==> src/rtl/cdp1802_dma_responder.sv <==
`default_nettype none
// ============================================================================
// Module   : cdp1802_dma_responder
// Purpose  : CPU-side responder for the CDP1861 video DMA / interrupt
//            handshake. Generates the 1802 machine-cycle timing (TPA, TPB,
//            SC), arbitrates DMA-out and interrupt requests against CPU
//            cycles, performs each DMA-out fetch from RAM at R0 with R0
//            post-increment, and stalls the CPU core for every cycle it owns.
// Config   : define DMA_INT_ACK_EN to enable interrupt-acknowledge cycles.
//            Without it only CPU and DMA cycles exist and int_ack is tied 0.
// Ports    : clock, Reset_ (async, active low), cycle_ce (1802 clock enable)
//            dmao, int_req, ie            - request / enable inputs
//            r0_load, r0_din              - R0 load interface
//            ram_addr, ram_rd, ram_dout   - RAM read port (1-clock latency)
//            data_out                     - DMA byte to CDP1861 DataIn
//            tpa, tpb, sc, cpu_stall      - machine-cycle timing / status
//            int_ack                      - interrupt cycle completion pulse
//            r0                           - current R0
// Revision : 1.0 - initial release
// ============================================================================
module cdp1802_dma_responder #(
  parameter int CYCLE_LEN = 8,
  parameter int TPA_POS   = 1,
  parameter int TPB_POS   = 6
) (
  input  logic        clock,
  input  logic        Reset_,
  input  logic        cycle_ce,
  input  logic        dmao,
  input  logic        int_req,
  input  logic        ie,
  input  logic        r0_load,
  input  logic [15:0] r0_din,
  output logic [15:0] ram_addr,
  output logic        ram_rd,
  input  logic [7:0]  ram_dout,
  output logic [7:0]  data_out,
  output logic        tpa,
  output logic        tpb,
  output logic [1:0]  sc,
  output logic        cpu_stall,
  output logic        int_ack,
  output logic [15:0] r0
);

  localparam logic [2:0] LAST_CNT  = 3'(CYCLE_LEN - 1);
  localparam logic [2:0] TPA_CNT   = 3'(TPA_POS);
  localparam logic [2:0] TPB_CNT   = 3'(TPB_POS);
  localparam logic [2:0] RD_CNT    = 3'd2;
  localparam logic [2:0] LATCH_CNT = 3'd3;

  // State encoding doubles as the SC code driven to the bus.
  typedef enum logic [1:0] {
    ST_CPU = 2'b01,
    ST_DMA = 2'b10,
    ST_INT = 2'b11
  } cyc_e;

  logic [2:0]  count_q, count_d;
  cyc_e        type_q, type_d;
  cyc_e        next_type;
  logic [15:0] r0_q, r0_d;
  logic [7:0]  data_out_q, data_out_d;
  logic        tpa_q, tpa_d;
  logic        tpb_q, tpb_d;
  logic        ram_rd_q, ram_rd_d;
  logic        stall_q, stall_d;
`ifdef DMA_INT_ACK_EN
  logic        int_ack_q, int_ack_d;
`endif

  // Arbitration for the cycle that follows the current count-7 sample.
  // DMA always wins; interrupts only when enabled in this build.
  always_comb begin
    next_type = ST_CPU;
    if (dmao) begin
      next_type = ST_DMA;
    end
`ifdef DMA_INT_ACK_EN
    else if (int_req && ie) begin
      next_type = ST_INT;
    end
`endif
  end

  // Timing outputs are computed from the next count/type so that the
  // registered copies line up exactly with the count they describe.
  always_comb begin
    count_d    = count_q;
    type_d     = type_q;
    r0_d       = r0_q;
    data_out_d = data_out_q;
    tpa_d      = tpa_q;
    tpb_d      = tpb_q;
    ram_rd_d   = ram_rd_q;
    stall_d    = stall_q;
`ifdef DMA_INT_ACK_EN
    int_ack_d  = int_ack_q;
`endif
    if (cycle_ce) begin
      if (count_q == LAST_CNT) begin
        count_d = 3'd0;
        type_d  = next_type;
      end else begin
        count_d = count_q + 3'd1;
      end

      tpa_d    = (count_d == TPA_CNT);
      tpb_d    = (count_d == TPB_CNT);
      ram_rd_d = (type_d == ST_DMA) && (count_d == RD_CNT);
      stall_d  = (type_d != ST_CPU);
`ifdef DMA_INT_ACK_EN
      int_ack_d = (type_d == ST_INT) && (count_d == LAST_CNT);
`endif

      // RAM answers one clock after the count-2 read strobe.
      if (type_q == ST_DMA && count_q == LATCH_CNT) begin
        data_out_d = ram_dout;
      end

      // An explicit load overrides the end-of-DMA post-increment.
      if (r0_load) begin
        r0_d = r0_din;
      end else if (type_q == ST_DMA && count_q == LAST_CNT) begin
        r0_d = r0_q + 16'd1;
      end
    end
  end

  always_ff @(posedge clock or negedge Reset_) begin
    if (!Reset_) begin
      count_q    <= 3'd0;
      type_q     <= ST_CPU;
      r0_q       <= 16'h0000;
      data_out_q <= 8'h00;
      tpa_q      <= 1'b0;
      tpb_q      <= 1'b0;
      ram_rd_q   <= 1'b0;
      stall_q    <= 1'b0;
`ifdef DMA_INT_ACK_EN
      int_ack_q  <= 1'b0;
`endif
    end else begin
      count_q    <= count_d;
      type_q     <= type_d;
      r0_q       <= r0_d;
      data_out_q <= data_out_d;
      tpa_q      <= tpa_d;
      tpb_q      <= tpb_d;
      ram_rd_q   <= ram_rd_d;
      stall_q    <= stall_d;
`ifdef DMA_INT_ACK_EN
      int_ack_q  <= int_ack_d;
`endif
    end
  end

  assign r0        = r0_q;
  assign ram_addr  = r0_q;
  assign ram_rd    = ram_rd_q;
  assign data_out  = data_out_q;
  assign tpa       = tpa_q;
  assign tpb       = tpb_q;
  assign sc        = type_q;
  assign cpu_stall = stall_q;

`ifdef DMA_INT_ACK_EN
  assign int_ack = int_ack_q;
`else
  // Interrupt inputs have no function in a DMA-only build.
  logic unused_int_in;
  assign unused_int_in = int_req ^ ie;
  assign int_ack       = 1'b0;
`endif

endmodule
`default_nettype wire

==> config.mk <==
export PLATFORM = sky130hd
export DESIGN_NAME = cdp1802_dma_responder
export DESIGN_NICKNAME = d
export VERILOG_FILES = /design/src/rtl/cdp1802_dma_responder.sv
export SDC_FILE = /design/constraint.sdc
export NUM_CORES = 1
export LEC_CHECK = 0
export CAP_MARGIN = 10
export CORE_ASPECT_RATIO = 0.9
export CORE_MARGIN = 4
export CORE_UTILIZATION = 48
export CTS_BUF_LIST = sky130_fd_sc_hd__clkbuf_4
export CTS_CLUSTER_DIAMETER = 50
export DETAILED_ROUTE_END_ITERATION = 12
export PLACE_DENSITY = 0.88
export SLEW_MARGIN = 20
export SYNTH_ARGS = -nofsm -noshare
export SYNTH_HDL_FRONTEND = slang
export SYNTH_SLANG_ARGS = --single-unit
==> constraint.sdc <==
create_clock -name clock -period 2.7 [get_ports clock]
set_clock_uncertainty 0.05 [all_clocks]
set_input_delay 0.27 -clock clock [delete_from_list [all_inputs] [get_ports clock]]
set_output_delay 0.27 -clock clock [all_outputs]
set_load 0.01 [all_outputs]
==> impl_results.md <==
* # hold bufs at CTS at 0
* Vias in the first global route at 1665
* Sequential fraction of the synthesis area at 0.434
* Non-filler cells, final at 309
* Hold WC Path Type: in2async
* Post-route ant nets at 0
* Post-DR wirelength/cell at 15.7 um
* Initial drt markers at 106
* XOR/XNOR Fraction of Synth Area at 0
* Die ar. at 5050 um2
* Flip-flop and latch area at 827 um2
* IO Port Bufs at 74
* GRT Total Usage at 0.207
* Area of the mapped netlist at 1910 um2
* Pre-antenna DRT Iters at 4
* Die width at 74.4 um
* Synth unique cells at 39
* # rows at 21
* Fillers at 304
* Overall Power at 2.18 mW
* Final Hold Viols at 0
* I/O pin count at 78
* P&R area growth vs syn at 40.6%
* Htree depth at 2
* Worst path slowest cell: dfrtp_1
* Synthesized instance count at 202
* Multi-input combinational cell area at 871 um2
* Clock transition at path regs at 0.11 ns
* Flops & latches, synth at 33
* Crit-path max FO at 11
* Nets at 300
* Fmax at 484 MHz
* Most used cell, CP: ha_1
* Max-cap violations at 0
* Gate power share at 0.411
* Psw at 0.733 mW
* CTS tree: built
* Core area at 3780 um2
* DP Area at 2580 um2
* Post-synthesis adder-cell area fraction at 0.0459
* Most frequent cells in the layout: 74 x clkdlybuf4s50_1, 32 x dfrtp_1, 19 x o21ai_0
* CTS Buffer Depth at 2
* RSZ-0062 raised after global routing: no
* Initial antenna violation count at 0
* Least-Margin Pin Slew at 0.583 ns
* Largest net degree at the start of global routing at 34
* Hpwl dp at 3430 um
* Ys async rst share at 1.00
* Compound-gate portion of the synthesized area at 0.175
* Routed WL at 4850 um
* Routed vias/inst at 5.67
* Placed insts at 301
* Critical Path Sink Type: flip-flop
* GRT overflow at 0
* Warnings, synthesis at 0
* Post-synthesis mux area share at 0.0741
* Setup CP Type: reg2reg
* Vias after detailed routing at 1752
* Prevailing post-synth register cell: dfrtp_1
* Clock latency on the worst-skew pair at 0.33 ns
* Core Util, Final at 0.709
* Maximum vdd drop at 463 uV
* Critical path, cell by cell: ha_1, ha_1, and3b_1, o21a_1, buf_4, nor2_1, a211oi_1
* Post-synth EDFFs at 0
* Post-route cell area at 2680 um2
* Bufs and invs on worst path at 1
* Register share of total power at 0.375
* Minimum clock period after layout at 2.07 ns
* Type of origin of the critical path: flip-flop
* Largest family of logic cells by synthesized area: compound AO/OA/AOI/OAI gates
* Setup TNS at 0 ns
* First-pass GRT wire length at 7910 um
* DRC viols at 0
* Fin. max-slew vios at 0
* Die Y at 67.8 um
* Min Hold Slack at 0.272 ns
* Antenna diode count at 0
* Clock group share of total power at 0.214
* Synth Area in Simple Gates at 0.160
* Most common cell after layout, fill and taps aside: clkdlybuf4s50_1
* Dpl ws at 0.504 ns
* Crit path arrival time at 2.26 ns
* TritonCTS Buffers at 5
* Delay-heaviest family, CP: adder cells
* Slew HR at 0.610
* Post-Syn Nets at 240
* Int Pwr at 1.45 mW
* Final worst setup slack at 0.634 ns
* Root Driver: clkbuf_4
* Net Sw Frac at 0.336
* Outcome: complete, no violations
* # setup viols final at 0
* CP required at 2.89 ns
* Worst path max stage delay at 0.44 ns
* Global placement routability congestion at 0.796
* Mean Syn Cell Area at 9.44 um2
* Share of cells above drive strength 1 at 0.110
* Period utilization at 0.765
* Pwr dens at 814 nW/um2
* Post-CTS sizing at 0
* Initial core utilization at 0.504
* Postcts setup bufs at 0
* Clock Sink Count at 33
* Leak pwr at 1.13 nW
[cells in the mapped netlist (2+ instances only)]
master / number / area (um2)
dfrtp_1: 32 / 801
o21ai_0: 19 / 95.1
buf_4: 17 / 128
a21oi_1: 16 / 80.1
nor2_1: 14 / 52.6
nand2_1: 13 / 48.8
inv_1: 12 / 45.0
mux2_2: 9 / 101
ha_1: 7 / 87.6
clkbuf_1: 6 / 22.5
nand3_1: 5 / 25.0
nor4_1: 5 / 31.3
mux2i_1: 4 / 40.0
nor3_1: 4 / 20.0
o22ai_1: 4 / 25.0
a31oi_1: 3 / 18.8
a211oi_1: 2 / 15.0
a22oi_1: 2 / 15.0
and4_1: 2 / 17.5
buf_2: 2 / 10.0
nand3_2: 2 / 20.0
nand4_1: 2 / 12.5
o2bb2ai_1: 2 / 17.5
o32ai_1: 2 / 17.5
or3_1: 2 / 12.5
[cells by family (layout without fill, tap and decap cells)]
| logic type | Yosys count | in the layout |
|---|---|---|
| mux | 13 | 13 |
| fa+ha+maj | 7 | 7 |
| other cells | 1 | 1 |
| flops | 33 | 33 |
| simple gates | 55 | 55 |
| buf+inv | 38 | 99 |
| compound gates | 55 | 55 |
[worst register-to-register path, cell delays in order (launching register included)]
cell and delay (ns):
dfrtp_1 0.44, ha_1 0.25, ha_1 0.25, and3b_1 0.19, o21a_1 0.30, buf_4 0.25, nor2_1 0.05, a211oi_1 0.19
[path summary, 6_finish.rpt]
kind	start	to	slack, ns	depth (start not counted)
hold reg to reg	sc[0]	sc[0]	0.46	2
max in group asynchronous	Reset_	sc[0]	1.99	2
min in group clock	r0_din[13]	r0[13]	0.46	3
setup reg to reg	count_q[0]	r0[10]	0.63	7
setup / recovery	count_q[0]	r0[10]	0.63	7
hold / removal	Reset_	r0[5]	0.27	2
[power groups by stage]
stage               sequential [mW]  clock [mW]  combinational (mW)
floorplan                     0.860           0               0.412
global placement              0.814           0               0.874
detailed placement            0.821           0               0.895
CTS                           0.818       0.471               0.905
global route                  0.848       0.493               0.983
finish                        0.819       0.466               0.897
[per-layer routing]
layer  vias to the layer above  GRT usage  part of all wire
li1                        828          -                 -
met1                       853      0.284              0.45
met2                        64      0.310              0.46
met3                         7     0.0580             0.079
met4                         0     0.0800             0.016
met5                         -          0                 0
[flip-flops by register name (all words and copies together), names as in the netlist]
signal	flops
tpb	1
data_out	8
tpa	1
sc	2
ram_rd	1
count_q	3
cpu_stall	1
r0	16
[cell type report]
cell class | count | share of cell area
Clock buffer | 5 | 0.0140
Tap cell | 46 | 0.0215
Clock inverter | 3 | 0.0243
Timing Repair Buffer | 79 | 0.290
Multi-Input combinational cell | 131 | 0.325
Sequential cell | 33 | 0.308
Inverter | 12 | 0.0168
Power figures use the tool's default switching activity.
